**config.mk**
```make
export PLATFORM = sky130hd
export DESIGN_NAME = inst_encoder
export DESIGN_NICKNAME = d
export VERILOG_FILES = /design/src/rtl/inst_encoder_pkg.sv /design/src/rtl/inst_encoder_sync_fifo.sv /design/src/rtl/inst_encoder.sv
export SDC_FILE = /design/constraint.sdc
export NUM_CORES = 1
export LEC_CHECK = 0
export ABC_AREA = 0
export BUFFER_PORTS_ARGS = -buffer_cell sky130_fd_sc_hd__buf_2
export CAP_MARGIN = 40
export CORE_MARGIN = 2
export CORE_UTILIZATION = 35
export CTS_CLUSTER_DIAMETER = 80
export DETAILED_ROUTE_END_ITERATION = 8
export PLACE_DENSITY_LB_ADDON = 0.2
export SLEW_MARGIN = 20
export SYNTH_ARGS = -nofsm -noshare
export SYNTH_HDL_FRONTEND = slang
export SYNTH_SLANG_ARGS = --single-unit
export TNS_END_PERCENT = 10
```
**constraint.sdc**
```tcl
create_clock -name clk -period 3.11 [get_ports clk]
set_clock_uncertainty 0.2 [all_clocks]
set_input_delay 0.622 -clock clk [delete_from_list [all_inputs] [get_ports clk]]
set_output_delay 0.622 -clock clk [all_outputs]
set_load 0.1 [all_outputs]
```
**src/rtl/inst_encoder_pkg.sv**
```systemverilog
// Shared instruction types for the RV32I request encoder: formats, NOP word,
// request/FIFO payloads and an immediate range helper.
package inst_encoder_pkg;

  localparam int unsigned XLEN   = 32;
  localparam int unsigned REG_W  = 5;
  localparam int unsigned OP_W   = 7;
  localparam int unsigned F3_W   = 3;
  localparam int unsigned FMT_W  = 3;

  typedef logic [XLEN-1:0] instr_t;

  localparam instr_t NOP = 32'h0000_0013;

  typedef enum logic [FMT_W-1:0] {
    FMT_R      = 3'd0,
    FMT_I      = 3'd1,
    FMT_ISHIFT = 3'd2,
    FMT_S      = 3'd3,
    FMT_B      = 3'd4,
    FMT_U      = 3'd5,
    FMT_J      = 3'd6,
    FMT_CSR    = 3'd7
  } fmt_e;

  typedef struct packed {
    fmt_e              fmt;
    logic [OP_W-1:0]   opcode;
    logic [F3_W-1:0]   funct3;
    logic              funct7b5;
    logic [REG_W-1:0]  rd;
    logic [REG_W-1:0]  rs1;
    logic [REG_W-1:0]  rs2;
    logic [XLEN-1:0]   imm;
  } req_t;

  typedef struct packed {
    instr_t inst;
    logic   err;
  } fifo_entry_t;

  localparam int unsigned ENTRY_W = $bits(fifo_entry_t);

  // True when v is representable as a two's-complement number of 'bits' bits.
  function automatic logic fits_signed(input logic [XLEN-1:0] v, input int unsigned bits);
    logic [XLEN-1:0] hi;
    hi = XLEN'($signed(v) >>> (bits - 1));
    return (hi == '0) || (hi == '1);
  endfunction

endpackage

```
**src/rtl/inst_encoder_sync_fifo.sv**
```systemverilog
// Single-clock FIFO with synchronous reset and clear; push ignored when full,
// pop ignored when empty.
module sync_fifo #(
  parameter int unsigned WIDTH = 8,
  parameter int unsigned DEPTH = 4,
  localparam int unsigned PTR_W = $clog2(DEPTH),
  localparam int unsigned CNT_W = $clog2(DEPTH) + 1
) (
  input  logic             clk,
  input  logic             rst,
  input  logic             clear,
  input  logic             push,
  input  logic [WIDTH-1:0] push_data,
  input  logic             pop,
  output logic [WIDTH-1:0] pop_data,
  output logic             full,
  output logic             empty,
  output logic [CNT_W-1:0] count
);

  logic [WIDTH-1:0] mem [DEPTH];
  logic [PTR_W-1:0] wr_ptr;
  logic [PTR_W-1:0] rd_ptr;
  logic             do_push;
  logic             do_pop;

  assign full     = (count == CNT_W'(DEPTH));
  assign empty    = (count == '0);
  assign do_push  = push && !full;
  assign do_pop   = pop && !empty;
  assign pop_data = mem[rd_ptr];

  // Pointers wrap naturally because DEPTH is a power of two.
  always_ff @(posedge clk) begin
    if (rst || clear) begin
      wr_ptr <= '0;
      rd_ptr <= '0;
      count  <= '0;
    end else begin
      if (do_push) wr_ptr <= wr_ptr + PTR_W'(1);
      if (do_pop)  rd_ptr <= rd_ptr + PTR_W'(1);
      case ({do_push, do_pop})
        2'b10:   count <= count + CNT_W'(1);
        2'b01:   count <= count - CNT_W'(1);
        default: count <= count;
      endcase
    end
  end

  always_ff @(posedge clk) begin
    if (do_push) mem[wr_ptr] <= push_data;
  end

endmodule

```
**src/rtl/inst_encoder.sv**
```systemverilog
// RV32I instruction encoder: one request stage, range/field check, and an
// output FIFO of {word, error} entries with a saturating reject counter.
module inst_encoder
  import inst_encoder_pkg::*;
#(
  parameter int unsigned FIFO_DEPTH = 4,
  parameter int unsigned ERR_W      = 16
) (
  input  logic              clk,
  input  logic              rst,
  input  logic              flush,
  input  logic              req_valid,
  output logic              req_ready,
  input  logic [FMT_W-1:0]  req_format,
  input  logic [OP_W-1:0]   req_opcode,
  input  logic [F3_W-1:0]   req_funct3,
  input  logic              req_funct7b5,
  input  logic [REG_W-1:0]  req_rd,
  input  logic [REG_W-1:0]  req_rs1,
  input  logic [REG_W-1:0]  req_rs2,
  input  logic [XLEN-1:0]   req_imm,
  output logic              inst_valid,
  input  logic              inst_ready,
  output logic [XLEN-1:0]   inst,
  output logic              inst_err,
  output logic [ERR_W-1:0]  err_count
);

  localparam int unsigned CNT_W = $clog2(FIFO_DEPTH) + 1;

  req_t        req;
  req_t        s1_q;
  logic        s1_valid;
  logic        accept;
  logic        drain;
  logic        fifo_full;
  logic        fifo_empty;
  logic [CNT_W-1:0] fifo_count;
  fifo_entry_t s1_entry;
  fifo_entry_t head;
  instr_t      enc;
  logic        ok;

  assign req = '{
    fmt:      fmt_e'(req_format),
    opcode:   req_opcode,
    funct3:   req_funct3,
    funct7b5: req_funct7b5,
    rd:       req_rd,
    rs1:      req_rs1,
    rs2:      req_rs2,
    imm:      req_imm
  };

  // A full FIFO only blocks new requests once S1 is also occupied.
  assign req_ready = !flush && (!s1_valid || !fifo_full);
  assign accept    = req_valid && req_ready;
  assign drain     = s1_valid && !fifo_full && !flush;

  always_ff @(posedge clk) begin
    if (rst || flush) begin
      s1_valid <= 1'b0;
    end else if (accept) begin
      s1_valid <= 1'b1;
    end else if (drain) begin
      s1_valid <= 1'b0;
    end
  end

  always_ff @(posedge clk) begin
    if (accept) s1_q <= req;
  end

  // Encode and range-check the S1 request; ok=0 replaces the word with NOP.
  always_comb begin
    enc = NOP;
    ok  = 1'b0;
    case (s1_q.fmt)
      FMT_R: begin
        enc = {(s1_q.funct7b5 ? 7'h20 : 7'h00), s1_q.rs2, s1_q.rs1,
               s1_q.funct3, s1_q.rd, s1_q.opcode};
        ok  = 1'b1;
      end
      FMT_I: begin
        enc = {s1_q.imm[11:0], s1_q.rs1, s1_q.funct3, s1_q.rd, s1_q.opcode};
        ok  = fits_signed(s1_q.imm, 12);
      end
      FMT_ISHIFT: begin
        enc = {1'b0, s1_q.funct7b5, 5'b0_0000, s1_q.imm[4:0], s1_q.rs1,
               s1_q.funct3, s1_q.rd, s1_q.opcode};
        ok  = (s1_q.imm[31:5] == '0) &&
              ((s1_q.funct3 == 3'b001) || (s1_q.funct3 == 3'b101));
      end
      FMT_S: begin
        enc = {s1_q.imm[11:5], s1_q.rs2, s1_q.rs1, s1_q.funct3,
               s1_q.imm[4:0], s1_q.opcode};
        ok  = fits_signed(s1_q.imm, 12);
      end
      FMT_B: begin
        enc = {s1_q.imm[12], s1_q.imm[10:5], s1_q.rs2, s1_q.rs1, s1_q.funct3,
               s1_q.imm[4:1], s1_q.imm[11], s1_q.opcode};
        ok  = fits_signed(s1_q.imm, 13) && !s1_q.imm[0];
      end
      FMT_U: begin
        enc = {s1_q.imm[31:12], s1_q.rd, s1_q.opcode};
        ok  = (s1_q.imm[11:0] == '0);
      end
      FMT_J: begin
        enc = {s1_q.imm[20], s1_q.imm[10:1], s1_q.imm[11], s1_q.imm[19:12],
               s1_q.rd, s1_q.opcode};
        ok  = fits_signed(s1_q.imm, 21) && !s1_q.imm[0];
      end
      FMT_CSR: begin
        enc = {s1_q.imm[11:0], s1_q.rs1, s1_q.funct3, s1_q.rd, s1_q.opcode};
        ok  = (s1_q.imm[31:12] == '0);
      end
      default: begin
        enc = NOP;
        ok  = 1'b0;
      end
    endcase
  end

  assign s1_entry.inst = ok ? enc : NOP;
  assign s1_entry.err  = !ok;

  sync_fifo #(
    .WIDTH (ENTRY_W),
    .DEPTH (FIFO_DEPTH)
  ) u_fifo (
    .clk       (clk),
    .rst       (rst),
    .clear     (flush),
    .push      (drain),
    .push_data (s1_entry),
    .pop       (inst_ready),
    .pop_data  (head),
    .full      (fifo_full),
    .empty     (fifo_empty),
    .count     (fifo_count)
  );

  assign inst_valid = !fifo_empty;
  assign inst       = head.inst;
  assign inst_err   = head.err && !fifo_empty;

  // Rejects are counted as they leave S1; flushed requests never count.
  always_ff @(posedge clk) begin
    if (rst) begin
      err_count <= '0;
    end else if (drain && !ok && (err_count != '1)) begin
      err_count <= err_count + ERR_W'(1);
    end
  end

  always_ff @(posedge clk) begin
    if (!rst) assert ((fifo_count == '0) == fifo_empty);
  end

endmodule

```
==> reports/qor.yml <==
outcome: "finished clean"
die_h_um: 164.3
final_cell_mix: "edfxtp_1, buf_2, nor2_1"
placed_area_mm2: 0.01012
synth.distinct_cells: 53
rows: 58
dp.cells: 1015
wl_um: 21160
leakagePower_nw: 3.756
syn-cell-area_mm2: 0.008990
holdWs_ns: 0.06985
grt_use_met2_pct: 26.93
setup_violations: 0
power-per-cell-area_mw_per_mm2: 593.1
crit_path_start_kind: "flip-flop"
grtUsageMet3_pct: 2.727
drcViolationCount: 0
drtAntennaViolNets: 0
clockBufferDepth: 3
antenna_cells: 0
core_mm2: 0.02518
yosysWarnings: 0
slowest_delay_ns: 0.59
die-area_mm2: 0.02698
synth_edf_count: 193
routed_via_density: 5.175
fin_area_mm2: 0.01095
syn_area_per_cell_um2: 15.74
dp_hpwl_um: 14260
hold_buffers: 0
ctsRootBufferMaster: "clkbuf_16"
die_x_um: 164.3
final.period_utilization_pct: 94.16
synth-seq-cells: 219
vdd_drop_max_mv: 0.4098
grt_pass1_vias: 5543
path_max_fanout: 12
synth_top_cell_by_area: "edfxtp_1"
cts_max_level: 1
syn_nets: 644
gp_congestion: 0.8466
crit_path_end_kind: "output pin"
io_buffers: 116
synth_area_leaders: "edfxtp_1, mux4_2, dfxtp_1"
cp_slowest_cell: "mux4_2"
cts_sinks: 219
grt_max_degree: 42
hold_class: "in2reg"
register_area_mm2: 0.006319
antenna_found_initial: 0
synthToLayoutAreaGrowth_pct: 21.82
post-route-util_pct: 43.49
yosys.area.top_type_share_pct: 64.47
setup-tns-final_ns: 0
max_freq_mhz: 341.5
maxSlewHeadroom_pct: 54.09
track_usage_pct: 15.61
cap_violations: 0
min_period_ns: 2.928
cts_tree: "built"
grt_pass1_wl_um: 31620
cts.repair.resized: 0
finalWorstSetupSlack_ns: 0.1818
arrival_ns: 2.11
via_count: 5485
gr-max-usage-layer: "met2"
rsz0062_at_grt: "false"
preCtsSetupSlack_ns: 0.2913
drt-initial-drc-count: 415
cts_buffers: 25
syn-instance-count: 571
clk_pin_slew_ns: 0.06
hold_viol: 0
synthArstFlopShare_pct: 0
clk_latency_ns: 0.52
multiInputGateArea_mm2: 0.002490
tightest_slew_ns: 0.6887
nFillCells: 2245
ys.flop_type: "edfxtp_1"
path_class: "reg2out"
crit_chain: "buf_4, mux4_2, buf_2"
final_cells: 1060
grt_overflow: 0
grt.met1_usage_pct: 20.33
layout_commonest_cell: "edfxtp_1"
fin_nets: 785
ios: 117
wl_per_cell_um: 19.97
drive_gt1_share_pct: 32.19
start_util_pct: 35.70
required_ns: 2.29
power_mw: 6.496
slew_viol_final: 0
seq_area_frac_synth_pct: 70.26
drt-pass1-iter-count: 5
post_cts_buffers: 0
[registers in the layout, summed over array words and instances, names as in the netlist, named ones only]
register and cells:
u_fifo.rd_ptr 2, err_count 16, u_fifo.count 3, s1_q 61, s1_valid 1, u_fifo.mem 132, u_fifo.wr_ptr 2
[logic make-up after synthesis]
family	Yosys count	share of synthesized area, %
muxes	57	11.06
and+or+nand+nor	167	9.840
AOI/OAI and AO/OA	70	4.996
xor gates and xnor gates	6	0.5845
adders and majority gates	7	1.058
buffers and inverters	45	2.199
DFF	219	70.26
[critical path: cells and delay by family (launching register included)]
family                 cells  cell delay, ns
muxes                      1            0.59
buffers and inverters      2            0.62
DFF                        1            0.38
[Yosys cell counts (all sizes together) (2+ instances only)]
master / number
dfxtp: 26
nor2: 46
and3: 3
nor3: 5
o31ai: 5
mux2: 9
nand3b: 3
a22oi: 6
or2: 2
nand2b: 4
o22ai: 4
edfxtp: 193
a21oi: 26
a22o: 6
or3: 4
buf: 12
nor2b: 12
nand3: 17
inv: 17
mux2i: 15
nand2: 26
nor4: 8
and2: 11
clkbuf: 16
a211oi: 3
xor2: 4
xnor2: 2
and4: 2
or4: 10
ha: 6
o21ai: 11
a31oi: 2
mux4: 33
nand4: 11
[layer usage]
layer  share of wire [%]  routed length [um]  vias to the layer above
met5                   0                   0                        -
met4                 2.4                 517                        0
met3                 6.1                1286                       33
met2                  49               10440                      193
met1                  42                8924                     2742
li1                    -                   -                     2517
[power by group]
part	internal (mW)	total [mW]	switching, mW
Sequential	3.23	3.27	0.0342
Combinational	0.0944	0.287	0.193
Clock	1.80	2.94	1.14
Total	5.13	6.50	1.37
[layout make-up]
class,instances,share of cell area (%)
multi-input cells,307,22.73
clock buffers,28,5.815
well taps,330,3.770
clock inverters,17,1.748
flip-flops and latches,219,57.69
repair buffers,142,7.654
inverters,17,0.5827
[path summary, 6_finish.rpt]
kind                              from                    endpoint  slack, ns  cells past startpoint
max                          flip-flop                    inst[31]       0.18                      3
min reg2reg  err_count[9]$_SDFFE_PP0P_   err_count[9]$_SDFFE_PP0P_       0.30                      2
max reg2reg         s1_q[58]$_DFFE_PP_  err_count[13]$_SDFFE_PP0P_       0.26                      8
min                         req_rs1[3]          s1_q[40]$_DFFE_PP_       0.07                      1
Note: power is estimated with default switching activity, not from simulation.
